--- config.mk ---
export PLATFORM = sky130hd
export DESIGN_NAME = reg4_share_arb
export DESIGN_NICKNAME = d
export VERILOG_FILES = /design/src/rtl/reg4_share_arb.sv
export SDC_FILE = /design/constraint.sdc
export NUM_CORES = 1
export LEC_CHECK = 0
export CORE_MARGIN = 2
export CORE_UTILIZATION = 40
export CTS_CLUSTER_DIAMETER = 80
export DETAILED_ROUTE_END_ITERATION = 12
export PLACE_DENSITY = 0.71
export SLEW_MARGIN = 10
export SYNTH_ARGS = -nofsm -noshare
export SYNTH_HDL_FRONTEND = slang
export SYNTH_SLANG_ARGS = --single-unit
--- constraint.sdc ---
create_clock -name clk_i -period 2.2 [get_ports clk_i]
set_input_delay 0.44 -clock clk_i [delete_from_list [all_inputs] [get_ports clk_i]]
set_output_delay 0.44 -clock clk_i [all_outputs]
set_load 0.01 [all_outputs]
--- src/rtl/reg4_share_arb.sv ---
// reg4_share_arb
// Round-robin arbiter and write sequencer that shares one W-bit register
// between two requesters. A requester raises req, waits for gnt, writes
// with we strobes and drops req to release. A hold limit lets a waiting
// requester preempt an owner that has held the grant for MAX_HOLD cycles.
//
// Ports:
//   clk_i      in   1   clock, rising edge
//   rst_ni     in   1   asynchronous active-low reset
//   req_i      in   2   request per requester
//   we_i       in   2   write strobe per requester (only honoured with gnt)
//   wdata0_i   in   W   write data, requester 0
//   wdata1_i   in   W   write data, requester 1
//   gnt_o      out  2   registered grant, one-hot or zero
//   ack_o      out  2   registered one-cycle write acknowledge
//   q_o        out  W   shared register content
module reg4_share_arb #(
  parameter int W        = 4,
  parameter int MAX_HOLD = 8
) (
  input  logic         clk_i,
  input  logic         rst_ni,
  input  logic [1:0]   req_i,
  input  logic [1:0]   we_i,
  input  logic [W-1:0] wdata0_i,
  input  logic [W-1:0] wdata1_i,
  output logic [1:0]   gnt_o,
  output logic [1:0]   ack_o,
  output logic [W-1:0] q_o
);

  typedef enum logic [1:0] {
    IDLE = 2'd0,
    OWN0 = 2'd1,
    OWN1 = 2'd2
  } state_e;

  // With preemption disabled the counter simply saturates at its top value.
  localparam bit         PREEMPT_EN = (MAX_HOLD > 0);
  localparam logic [7:0] HOLD_LAST  = (MAX_HOLD > 0) ? 8'(MAX_HOLD - 1) : 8'hFF;

  state_e         state_q, state_d;
  logic           last_q, last_d;   // last-served requester
  logic [7:0]     hold_q, hold_d;
  logic [1:0]     gnt_q, ack_q;
  logic [W-1:0]   data_q, data_d;
  logic [1:0]     wr_en;

  // Next-state decision
  always_comb begin
    state_d = state_q;
    last_d  = last_q;
    case (state_q)
      IDLE: begin
        case (req_i)
          2'b01:   state_d = OWN0;
          2'b10:   state_d = OWN1;
          // Tie goes to whoever was not served last.
          2'b11:   state_d = last_q ? OWN0 : OWN1;
          default: state_d = IDLE;
        endcase
      end
      OWN0: begin
        if (!req_i[0]) begin
          last_d  = 1'b0;
          state_d = req_i[1] ? OWN1 : IDLE;
        end else if (PREEMPT_EN && (hold_q == HOLD_LAST) && req_i[1]) begin
          last_d  = 1'b0;
          state_d = OWN1;
        end
      end
      OWN1: begin
        if (!req_i[1]) begin
          last_d  = 1'b1;
          state_d = req_i[0] ? OWN0 : IDLE;
        end else if (PREEMPT_EN && (hold_q == HOLD_LAST) && req_i[0]) begin
          last_d  = 1'b1;
          state_d = OWN0;
        end
      end
      default: state_d = IDLE;
    endcase
  end

  // Hold counter: restarts on any state change, saturates otherwise so an
  // uncontested owner is never revoked.
  always_comb begin
    hold_d = hold_q;
    if (state_d != state_q) begin
      hold_d = 8'd0;
    end else if ((state_q != IDLE) && (hold_q != HOLD_LAST)) begin
      hold_d = hold_q + 8'd1;
    end
  end

  // A write is accepted only from the current grant holder; since gnt is
  // registered, a write on the revoking edge still completes.
  genvar gi;
  generate
    for (gi = 0; gi < 2; gi++) begin : g_wr
      assign wr_en[gi] = gnt_q[gi] & we_i[gi];
    end
  endgenerate

  always_comb begin
    data_d = data_q;
    if (wr_en[1]) begin
      data_d = wdata1_i;
    end else if (wr_en[0]) begin
      data_d = wdata0_i;
    end
  end

  always_ff @(posedge clk_i or negedge rst_ni) begin
    if (!rst_ni) begin
      state_q <= IDLE;
      last_q  <= 1'b1;
      hold_q  <= 8'd0;
      gnt_q   <= 2'b00;
      ack_q   <= 2'b00;
      data_q  <= '0;
    end else begin
      state_q <= state_d;
      last_q  <= last_d;
      hold_q  <= hold_d;
      gnt_q   <= {state_d == OWN1, state_d == OWN0};
      ack_q   <= wr_en;
      data_q  <= data_d;
    end
  end

  assign gnt_o = gnt_q;
  assign ack_o = ack_q;
  assign q_o   = data_q;

endmodule

Word level (Yosys, flattened, before mapping):

Cells that the tools add are included.

* output and inout bits: 8
* logic and storage cells: 48
* register bits after elaboration: 19

* add/subtract/negate cells: 1
* reductions and logical operators: 9
* multiplexer cells: 18
* equality and inequality tests: 12
* bitwise gates (word level): 2

Operator list (number)
* 8-bit 2-to-1 mux: 2
* 2-bit 2-to-1 mux: 6
* 2-bit case mux with 3 select lines: 2
* 8-bit by 1-bit adder with 8-bit output, second input constant: 1
* 2-bit == test, second input constant: 4
* 8-bit by 3-bit == test with 1-bit output, second input constant: 1
* 4-bit 2-to-1 mux: 2
* 8-bit by 3-bit != test with 1-bit output, second input constant: 1
* 2-bit nonzero test: 4
* 2-bit by 1-bit == test with 1-bit output, second input constant: 3
* 3-bit != test, second input constant: 2
* 1-bit 2-to-1 mux: 5
* 1-bit logical AND: 3
* 3-bit AND reduction: 1
* 1-bit bitwise AND: 2
* 2-bit logical NOT: 1
* 2-bit != test: 1
* 1-bit case mux with 2 select lines: 1

Logic depth before layout (Yosys ltp):

Gate-level depths: netlist of the first run.

* depth in word-level cells: 7
* mapped depth: 5

Worst setup path before layout of the first run:

OpenSTA, ideal clock, no wires.

* path kind: reg2reg
* start point: register hold_q[6]
* end point: register last_q
* setup slack: 0.687 ns
* period minus slack after synthesis: 1.513 ns
* data arrival time: 1.431 ns
* data required time: 2.118 ns
* cell stages (with the launch flop): 5
* cells stage by stage: dfrtp_1 nor4b_4 nand3_4 a21o_1 a211o_1

* word-level cells in the longest chain between the ends: 4
* elaborated cells on any way between the ends: 6

Ends and longest elaborated chain
* from (decl): RTL line 44 `logic [7:0] hold_q, hold_d;`
* from (signal assigned): RTL line 125 `hold_q <= hold_d;`
* 8-bit by 3-bit == test with 1-bit output *: RTL line 67, 76
* 1-bit logical AND, on equally long branches: RTL line 76, 67
* 3-bit != test (no source line)
* 3-bit AND reduction (no source line) *
* to (signal assigned): RTL line 124 `last_q <= last_d;`
* to (decl): RTL line 43 `logic last_q, last_d;`

Every way passes the cells marked *; elsewhere a longest branch is shown, timed or not.
A chain may end at the register's enable or synchronous reset.

Worst setup path after layout of the first run:

* start point: register hold_q[3]
* end point: register hold_q[6]

* word-level cells in the longest chain between the ends: 7
* elaborated cells on any way between the ends: 15

Ends and longest elaborated chain
* 8-bit by 3-bit == test with 1-bit output: RTL line 67, 76
* 1-bit logical AND, on equally long branches: RTL line 76, 67
* 2-bit 2-to-1 mux, on equally long branches: RTL line 76, 67
* 2-bit 2-to-1 mux, on equally long branches: RTL line 73, 64
* 2-bit case mux with 3 select lines: RTL line 53 `case (state_q)`
* 2-bit != test: RTL line 89 `if (state_d != state_q) begin`
* 8-bit 2-to-1 mux / 2-bit nonzero test (equally long branches)

Parallel ways exist; a longest one is shown, timed or not. The select of a mux whose other input is x is not followed.

==> results of run 1 <==
==> through the flow <==
stage	setup slack [ns]	std cells
finish	0.5580	147
CTS	0.5237	147
floorplan	0.6871	95
global route	0.4209	147
detailed placement	0.2973	143
global placement	0.3240	143
==> worst max-delay path by stage <==
stage                            end  depth (start not counted)
2_1_floorplan     last_q$_DFFE_PN1P_                          4
3_3_place_gp   hold_q[2]$_DFFE_PN0P_                          5
3_5_place_dp   hold_q[6]$_DFFE_PN0P_                          5
4_1_cts        hold_q[6]$_DFFE_PN0P_                          4
5_1_grt        hold_q[6]$_DFFE_PN0P_                          4
6_report       hold_q[6]$_DFFE_PN0P_                          4
==> layer usage <==
layer,part of all wire [%],vias to the layer above
li1,-,382
met2,44,27
met3,8.5,3
met1,46,348
met5,0,-
met4,1.2,0
==> worst max-delay path: cells and delay by family, from the launching register on <==
family / cells / cell delay, ns
and+or+nand+nor: 3 / 0.68
DFF: 1 / 0.46
AOI/OAI and AO/OA: 1 / 0.39
==> layout make-up <==
cell class	count	share of cell area (%)
Clock buffer	4	2.123
Inverter	3	0.9100
Multi-Input combinational cell	69	37.82
Sequential cell	19	38.52
Tap cell	30	3.033
Timing Repair Buffer	22	17.59
==> registers in the layout (all words and copies together) (netlist names) <==
| register | flops |
|---|---|
| ack_o | 2 |
| last_q | 1 |
| state_q | 2 |
| q_o | 4 |
| hold_q | 8 |
| gnt_o | 2 |
==> where the power goes <==
part	switching, mW	internal [mW]	leakage [nW]	total (mW)
logic	0.0930	0.119	0.260	0.212
registers	0.0356	0.391	0.246	0.427
clock network	0.101	0.0705	0.0150	0.172
total	0.230	0.581	0.521	0.811
==> Yosys cell counts <==
cell       count  share of area (%)
a21oi_1        5                2.5
nand3_4        1                1.8
a21o_1         1               0.76
a41oi_1        1               0.88
xnor2_1        4                3.5
a22o_1         1               0.88
nor4b_4        1                2.4
a211oi_1       3                2.3
buf_4          1               0.76
mux2i_1        5                5.0
nor2_1        11                4.2
a211o_1        1               0.88
nor2b_1        2                1.3
and2_1         1               0.63
or2_2          1               0.63
clkbuf_8       1                1.4
nor3_1         4                2.0
dfrtp_1       18                 45
o2111ai_1      2                1.8
o2bb2ai_1      1               0.88
a311oi_1       1               0.88
dfstp_2        1                2.6
clkbuf_1       1               0.38
xor2_1         2                1.8
o21ai_0        4                2.0
inv_1          3                1.1
ha_1           1                1.3
a211oi_4       1                2.0
buf_6          1                1.1
o221ai_1       1               0.88
a31oi_1        1               0.63
and3_1         1               0.63
nand2_1       11                4.2
o22ai_1        1               0.63
==> logic make-up (layout without fill, tap and decap cells) <==
| group | after synthesis | in the layout |
|---|---|---|
| simple gates | 33 | 33 |
| compound gates | 24 | 24 |
| flops | 19 | 19 |
| buf+inv | 7 | 29 |
| xor+xnor | 6 | 6 |
| mux | 5 | 5 |
| fa+ha+maj | 1 | 1 |
==> impl_metrics.json, run 1 <==
{
  "r2r_cells": 4,
  "grt_pass1_vias": 694,
  "postCtsHoldBufs": 0,
  "area_delta_synth_final_pct": 24.72,
  "post-route-period-util_pct": 74.64,
  "grt_use_met2_pct": 23.98,
  "grt-ovfl-total": 0,
  "cts_buffers": 3,
  "post_cts_resized": 0,
  "viasPerCell": 5.170,
  "regToRegStartpoint": "hold_q[3]$_DFFE_PN0P_",
  "synth_compound_area_share_pct": 17.91,
  "ys_seq_area_share_pct": 48.05,
  "path_clk_slew_ns": 0.10,
  "synth_cell_type_count": 34,
  "min_period_ns": 1.642,
  "crit_type": "flop to flop",
  "row_count": 18,
  "drv_cap": 0,
  "die_x_um": 53.81,
  "fmax_mhz": 609.0,
  "final_cell_mix": "clkdlybuf4s50_1, dfrtp_1, nor2_1, nand2_1",
  "yosys.area_share.simple_pct": 17.65,
  "r2r_end": "hold_q[6]$_DFFE_PN0P_",
  "portBuffers": 21,
  "cp-end-kind": "flop",
  "clock_skew_ns": 0.002435,
  "tightest_slew_ns": 0.3734,
  "place_congestion": 0.8121,
  "setup_tns_ns": 0,
  "wl_um": 1786,
  "final_max_slew_viol_count": 0,
  "fp.dieH_um": 53.81,
  "ant_nets": 0,
  "hold_viol": 0,
  "hpwl_um": 1352,
  "core_area_mm2": 0.002410,
  "synthAdderAreaFrac_pct": 1.261,
  "register_area_um2": 476.7,
  "antennaDiodeCount": 0,
  "p_per_area_mw_per_mm2": 655.3,
  "max-vdd-ir-drop_uv": 371.4,
  "setup.worst_path.start": "hold_q[3]$_DFFE_PN0P_",
  "fin_hold_ws_ns": 0.4649,
  "grt_max_degree": 20,
  "cp_slowest_cell": "dfrtp_1",
  "grt_pass1_wl_um": 2994,
  "avgSynthCellArea_um2": 10.44,
  "fillCellCount": 225,
  "critPathLaunchType": "flop",
  "mostFrequentLayoutCell": "clkdlybuf4s50_1",
  "avgRoutedWirePerCell_um": 12.15,
  "final_util_pct": 51.35,
  "ios": 22,
  "grt_usage_pct": 14.66,
  "critical-path-max-stage-delay_ns": 0.46,
  "worstPathMaxFanout": 8,
  "cts_setup_buffers": 0,
  "drt_iter0_drc": 8,
  "start_util_pct": 41.17,
  "dieArea_mm2": 0.002895,
  "met3_usage_pct": 4.722,
  "synth_xor_area_share_pct": 5.296,
  "drt_pre_antenna_iters": 4,
  "synth_area_um2": 992.2,
  "setup-violations-final": 0,
  "synth_top_family_by_area": "compound AO/OA/AOI/OAI gates",
  "clk_path_buf_depth": 2,
  "fin_nets": 133,
  "antenna_found_initial": 0,
  "cts_tree": "built",
  "cts_sinks": 19,
  "synthCells": 95,
  "yosysWarnings": 0,
  "cts_root_buffer": "clkbuf_4",
  "ys_ff_latch": 19,
  "top_usage_layer": "met2",
  "htree_levels": 1,
  "crit_arrival_ns": 1.81,
  "status": "finished, final reports clean",
  "muxShareOfSynthArea_pct": 5.044,
  "finish.instance_area_mm2": 0.001237,
  "slew-limit-headroom_pct": 75.02,
  "place_area_mm2": 0.001211,
  "multi_input_area_um2": 467.9,
  "met1_usage_pct": 17.55,
  "synthesis.nets": 110,
  "total_power_mw": 0.8109,
  "rsz0062_at_grt": "no",
  "leakagePower_nw": 0.5215,
  "layout-drive-gt1-share_pct": 7.692,
  "hp-class": "primary input to asynchronous set/reset pin",
  "reg2reg_slack_ns": 0.56,
  "worstPathCellList": "nor4b_4 > nand3_4 > a211oi_4 > nor2_1",
  "clock_latency_ns": 0.29,
  "drc_errors": 0,
  "vias": 760,
  "required_ns": 2.37
}
Power figures use the tool's default switching activity.
==> inputs of run 2 (changes only) <==
clock period = 1.6 ns   (was 2.2 ns; I/O delays follow)
==> run 2 against run 1 <==
Critical path depth is the same. Non-clock buffer count grew 11. Combinational power grew 54%.
==> impl_metrics.json, run 2 (same netlist as run 1, synthesis figures left out) <==
{
  "drt_pre_antenna_iters": 4,
  "wl_um": 1982,
  "cp_slowest_cell": "dfrtp_1",
  "r2r_cells": 4,
  "antennaDiodeCount": 0,
  "grt_pass1_vias": 803,
  "setup-violations-final": 0,
  "top_usage_layer": "met2",
  "cpLargestDelayFamily": "simple AND/OR/NAND/NOR gates",
  "register_area_um2": 476.7,
  "crit_type": "flop to flop",
  "antenna_found_initial": 0,
  "clock_skew_ns": 0.001361,
  "leakagePower_nw": 0.5772,
  "largest_reg_flops": 8,
  "clock_latency_ns": 0.28,
  "p_sw_mw": 0.3181,
  "fmax_mhz": 652.6,
  "final_cell_mix": "clkdlybuf4s50_1, dfrtp_1, nor2_1, nand2_1, buf_4",
  "post-place-ws_ns": -0.1425,
  "rsz0062_at_grt": "yes",
  "ant_nets": 0,
  "fin_nets": 144,
  "tightest_slew_ns": 0.3478,
  "r2r_end": "last_q$_DFFE_PN1P_",
  "post-route-period-util_pct": 95.77,
  "fin_ws_ns": 0.06761,
  "switching_share_pct": 27.98,
  "reg2reg_slack_ns": 0.07,
  "met1_usage_pct": 17.61,
  "fp.dieH_um": 53.81,
  "fin_hold_ws_ns": 0.3574,
  "core_area_mm2": 0.002410,
  "slew-limit-headroom_pct": 76.64,
  "dieArea_mm2": 0.002895,
  "final_cells": 158,
  "cts_buffers": 3,
  "status": "finished, final reports clean",
  "die_x_um": 53.81,
  "viasPerCell": 5.165,
  "grt-ovfl-total": 0,
  "start_util_pct": 41.17,
  "portBuffers": 21,
  "vias": 816,
  "seqPwrFrac_pct": 51.1,
  "hpwl_um": 1511,
  "grt_max_degree": 20,
  "path_clk_slew_ns": 0.10,
  "drv_cap": 0,
  "clk_path_buf_depth": 2,
  "met3_usage_pct": 2.222,
  "largest-register": "hold_q",
  "place_congestion": 0.7606,
  "avgRoutedWirePerCell_um": 12.54,
  "p_clk_share_pct": 20.2,
  "critPathLaunchType": "flop",
  "cts_sinks": 19,
  "setup_tns_ns": 0,
  "max-vdd-ir-drop_uv": 581.5,
  "final_max_slew_viol_count": 0,
  "ios": 22,
  "critical-path-max-stage-delay_ns": 0.42,
  "cts_tree": "built",
  "grt_pass1_wl_um": 3360,
  "min_period_ns": 1.532,
  "p_per_area_mw_per_mm2": 858.7,
  "hold_viol": 0,
  "timing.critical_path.buf_inv": 0,
  "drc_errors": 0,
  "area_delta_synth_final_pct": 33.42,
  "grt_usage_pct": 15.69,
  "regToRegStartpoint": "hold_q[7]$_DFFE_PN0P_",
  "layout-drive-gt1-share_pct": 15.63,
  "grt_use_met2_pct": 31.10,
  "cp-end-kind": "flop",
  "intPower_mw": 0.8187,
  "htree_levels": 1,
  "hp-class": "primary input to asynchronous set/reset pin",
  "worstPathCellList": "nor4b_4 > nand3_4 > a21o_1 > a211o_1",
  "fillCellCount": 220,
  "required_ns": 1.82,
  "combPwrFrac_pct": 28.8,
  "worstPathMaxFanout": 6,
  "row_count": 18,
  "crit_arrival_ns": 1.75,
  "drt_iter0_drc": 26,
  "mostFrequentLayoutCell": "clkdlybuf4s50_1",
  "multi_input_area_um2": 467.9,
  "cts_root_buffer": "clkbuf_4",
  "placed_cells": 151
}
run 2: stage by stage:
step / cell area, um^2 / power (mW) / util, %
final: 1324 / 1.137 / 54.93
after global routing: 1324 / 1.222 / 54.93
after CTS: 1305 / 1.145 / 54.15
after detailed placement: 1271 / 0.9078 / 52.75
after global placement: 1271 / 0.8973 / 52.75
after floorplan: 992.2 / 0.7586 / -
run 2: area by class of cell:
type / count / area share (%)
Clock buffer: 4 / 1.985
Inverter: 3 / 0.8507
Multi-Input combinational cell: 69 / 35.35
Tap cell: 30 / 2.836
Sequential cell: 19 / 36.01
Timing Repair Buffer: 33 / 22.97
run 2: worst max-delay path by stage:
stage	start	endpoint	slack (ns)	cells past startpoint
2_1_floorplan	hold_q[6]$_DFFE_PN0P_	last_q$_DFFE_PN1P_	0.09	4
5_1_grt	hold_q[7]$_DFFE_PN0P_	gnt_o[0]$_DFF_PN0_	-0.01	4
6_report	hold_q[7]$_DFFE_PN0P_	last_q$_DFFE_PN1P_	0.07	4
4_1_cts	hold_q[6]$_DFFE_PN0P_	last_q$_DFFE_PN1P_	0.004	4
3_3_place_gp	req_i[1]	hold_q[3]$_DFFE_PN0P_	-0.07	5
3_5_place_dp	req_i[1]	hold_q[0]$_DFFE_PN0P_	-0.14	5
run 2: what timing repair did:
item	4_1_cts	5_1_grt
endpoints found under the setup margin	8	11
buffers inserted	1	2
cloned	0	0
resized for setup	0	1
endpoints found under the hold margin	0	0
pin swaps	1	5
hold buffers	0	0
run 2: power by group through the flow:
stage / clock network, mW / logic (mW) / registers (mW)
final: 0.229 / 0.327 / 0.581
after global routing: 0.264 / 0.371 / 0.588
after CTS: 0.239 / 0.326 / 0.580
after detailed placement: 0 / 0.319 / 0.589
after global placement: 0 / 0.312 / 0.586
after floorplan: 0 / 0.161 / 0.597
run 2: worst register-to-register path: stages (launching register included):
cell and delay (ns):
dfrtp_1 0.42, nor4b_4 0.37, nand3_4 0.16, a21o_1 0.22, a211o_1 0.30
run 2: layer usage:
metal / up-vias / wire length, um / part of all wire [%]
met1: 385 / 890 / 45
met5: - / 0 / 0
met4: 0 / 0 / 0
met2: 26 / 962 / 49
met3: 0 / 129 / 6.5
li1: 405 / - / -
==> patch 1 (settings of run 2) <==
The parameter `W` goes from 4 to 6.
--- a/src/rtl/reg4_share_arb.sv
+++ b/src/rtl/reg4_share_arb.sv
@@ -15,7 +15,7 @@
 //   ack_o      out  2   registered one-cycle write acknowledge
 //   q_o        out  W   shared register content
 module reg4_share_arb #(
-  parameter int W        = 4,
+  parameter int W        = 6,
   parameter int MAX_HOLD = 8
 ) (
   input  logic         clk_i,
Interface: changed (resized q_o, wdata0_i and wdata1_i); port bits go from 22 to 28. No check against the original RTL was run, so the function may have changed too.
==> patch 1 against run 2 <==
Wire length grew 33%; via count grew 17%; critical endpoint is now hold_q[5]; first-iteration DRC count grew 3.8%; sequential cell count grew 2; critical path type unchanged; global-route usage grew 1.7 points; utilization increased by 3.8 points; area after synthesis increased by 13%; worst setup slack lost 0.047 ns; total power grew 15%; cell area grew 20%.
==> patch 1: results <==
{
  "p_leak_nw": 0.6874,
  "synth_cell_types": 36,
  "slowest_delay_ns": 0.38,
  "synth_area_leaders": "dfrtp_1 45%, mux2i_1 6.3%, xnor2_1 4.7%",
  "drt_iter0_drc": 27,
  "first_pass_iters": 4,
  "vdd_drop_max_uv": 542.2,
  "post-dp-hpwl_um": 2034,
  "drt_wl_total_um": 2643,
  "yosysSeqAreaShare_pct": 47.04,
  "num_vias": 957,
  "path_max_fanout": 8,
  "grt_max_degree": 14,
  "slew_headroom_pct": 68.19,
  "place_ws_ns": -0.04218,
  "synthesis.nets": 126,
  "dp_cells": 171,
  "clkTransAtPathRegs_ns": 0.13,
  "clock-skew-final_ns": 0.01457,
  "gp_congestion": 0.8116,
  "worstPathArrival_ns": 1.77,
  "netlist_top_cells_count": "20 x dfrtp_1, 13 x nand2_1, 8 x nor2_1",
  "postSynthCellCount": 107,
  "outcome": "finished, final reports clean",
  "intPower_w": 0.0009314,
  "portBuffers": 27,
  "grt_pass1_vias": 958,
  "drive_gt1_share_pct": 22.15,
  "place_area_um2": 1475,
  "fin_cells": 180
}
[patch 1: cell count changes after synthesis, moves of 3 or more]
cell / before / now
o21ai_1: 0 / 6
a211oi_1: 3 / 0
a211oi_2: 0 / 3
nor2_1: 11 / 8
nor3_1: 4 / 1
[patch 1: final timing paths]
check / endpoint / slack, ns / depth (start not counted)
min in group clk_i: hold_q[7] / 0.56 / 2
worst max register to register: hold_q[5] / 0.02 / 6
max in group asynchronous: hold_q[2] / 0.92 / 2
worst min register to register: hold_q[7] / 0.56 / 2
worst max-delay path: hold_q[5] / 0.02 / 6
worst min-delay path: q_o[0] / 0.22 / 1
[patch 1: kinds of logic (layout without fill, tap and decap cells)]
family                   count (synthesis)  count (layout)  synth area share (%)
AND/OR/NAND/NOR                         35              35                 16.76
multiplexers                             7               7                 6.257
buffers and inverters                   10              52                 5.251
AO/OA/AOI/OAI                           27              27                 18.88
adder cells (fa/ha/maj)                  1               1                 1.117
flip-flops                              21              21                 47.04
XOR/XNOR                                 6               6                 4.693
[patch 1: repair_timing]
item | in CTS | in global routing
resized for setup | 3 | 4
setup buffers | 1 | 6
cloned | 0 | 0
setup endpoints to repair | 8 | 12
pin swaps | 4 | 3
[patch 1: power groups by stage]
stage          sequential, W  combinational [W]  clock [W]
2_1_floorplan       0.000666           0.000158          0
3_3_place_gp        0.000646           0.000365          0
3_5_place_dp        0.000651           0.000379          0
4_1_cts             0.000641           0.000393   0.000263
5_1_grt             0.000649           0.000449   0.000291
6_report            0.000641           0.000414   0.000254
[patch 1: cell type report]
cell class | instances | area [µm²]
tap | 31 | 38.79
clock buffer | 4 | 26.28
sequential | 21 | 526.8
inverter | 4 | 15.01
fill | 247 | 1117
multi-input combinational | 76 | 571.8
timing repair buffer | 44 | 414.1
[patch 1: layer usage]
layer	GRT usage, %	vias to the layer above	share of wire, %
met2	30.21	26	52
met3	4.839	0	5.8
met1	21.65	460	43
met4	3.322	0	0
li1	-	471	-
met5	0	-	0
[patch 1: through the flow]
step / power (W) / util [%]
after CTS: 0.001296 / 56.74
after global routing: 0.001388 / 58.77
after floorplan: 0.0008239 / -
after detailed placement: 0.001031 / 54.43
after global placement: 0.001011 / 54.43
final: 0.001308 / 58.77
==> patch 2 (settings of run 2) <==
Without the edit above. Take the reset off `hold_q` and `data_q` and load them in a clocked block of their own.
--- a/src/rtl/reg4_share_arb.sv
+++ b/src/rtl/reg4_share_arb.sv
@@ -115,18 +115,19 @@
     if (!rst_ni) begin
       state_q <= IDLE;
       last_q  <= 1'b1;
-      hold_q  <= 8'd0;
       gnt_q   <= 2'b00;
       ack_q   <= 2'b00;
-      data_q  <= '0;
     end else begin
       state_q <= state_d;
       last_q  <= last_d;
-      hold_q  <= hold_d;
       gnt_q   <= {state_d == OWN1, state_d == OWN0};
       ack_q   <= wr_en;
-      data_q  <= data_d;
     end
+  end
+
+  always_ff @(posedge clk_i) begin
+    hold_q <= hold_d;
+    data_q <= data_d;
   end
 
   assign gnt_o = gnt_q;
Behaviour: differs if rst_ni is asserted again (counterexample within 4 cycles, from zero or initial values and one cycle with rst_ni low); with rst_ni held inactive, the same outputs for 10 cycles.
==> patch 2 against run 2 <==
Critical endpoint is now hold_q[4]; final cell count fell by 5.1%; first-iteration DRC count down 50%; sequential cell count did not move; critical path type unchanged; maximum frequency down 0.72%; die area shrank 7.0%; cell area is 3.7% lower; largest cell class unchanged; total power shrank 9.3%; area after synthesis down 7.6%; wire length decreased by 5.2%; worst setup slack lost 0.011 ns.
==> patch 2: results <==
{
  "slew_headroom_pct": 78.16,
  "syn_avg_cell_area_um2": 10.30,
  "path_max_fanout": 8,
  "nonClkBufAreaFrac_pct": 22.37,
  "seq_power_share_pct": 54.6,
  "rr_worst_depth": 6,
  "seq_area_um2": 459.2,
  "synth_area_leaders": "dfxtp_1 17%, dfrtp_1 16%, edfxtp_1 13%",
  "synth_edf_count": 4,
  "drive_gt1_share_pct": 23.77,
  "cp_slowest_cell": "dfxtp_2",
  "outcome": "finished, final reports clean",
  "n_fill_cell": 190,
  "worstPathArrival_ns": 1.73,
  "place_ws_ns": -0.09564,
  "fin_cells": 150,
  "grt_max_degree": 11,
  "pg_comb_w": 0.000238,
  "synth_top_flop_cell": "dfxtp_1",
  "grt_pass1_vias": 778,
  "post-dp-hpwl_um": 1407,
  "synth-async-reset-ratio_pct": 36.84,
  "vdd_drop_max_uv": 483.1,
  "p_leak_nw": 0.4861,
  "synthesis.nets": 104,
  "synthAdderAreaFrac_pct": 1.364,
  "r2r_end": "hold_q[4]",
  "grt_pass1_wl_um": 3139,
  "dieArea_um2": 2692,
  "gp_congestion": 0.8405,
  "place_area_um2": 1214,
  "drt_iter0_drc": 13
}
-- patch 2: changes by cell type in the layout (fill, tap and decap cells not counted), sizes merged, moves of 2 or more --
cell    change
nand2       -6
buf         -2
mux2i       -4
dfxtp       +8
dfrtp      -12
mux2        +5
nand3       +2
edfxtp      +4
a211oi      -2
-- patch 2: cell families (layout without fill, tap and decap cells) --
kind of cell,Yosys count,after routing
muxes,6,6
adders and majority gates,1,1
DFF,19,19
AOI/OAI and AO/OA,19,19
and+or+nand+nor,32,32
xor gates and xnor gates,6,6
buffers and inverters,6,39
-- patch 2: metal layers --
layer | up-vias | wire, µm | track usage, %
met5 | - | 0 | 0
met4 | 0 | 8 | 6.579
met3 | 2 | 144 | 2.874
met2 | 26 | 983 | 28.48
met1 | 358 | 743 | 16.67
li1 | 383 | - | -
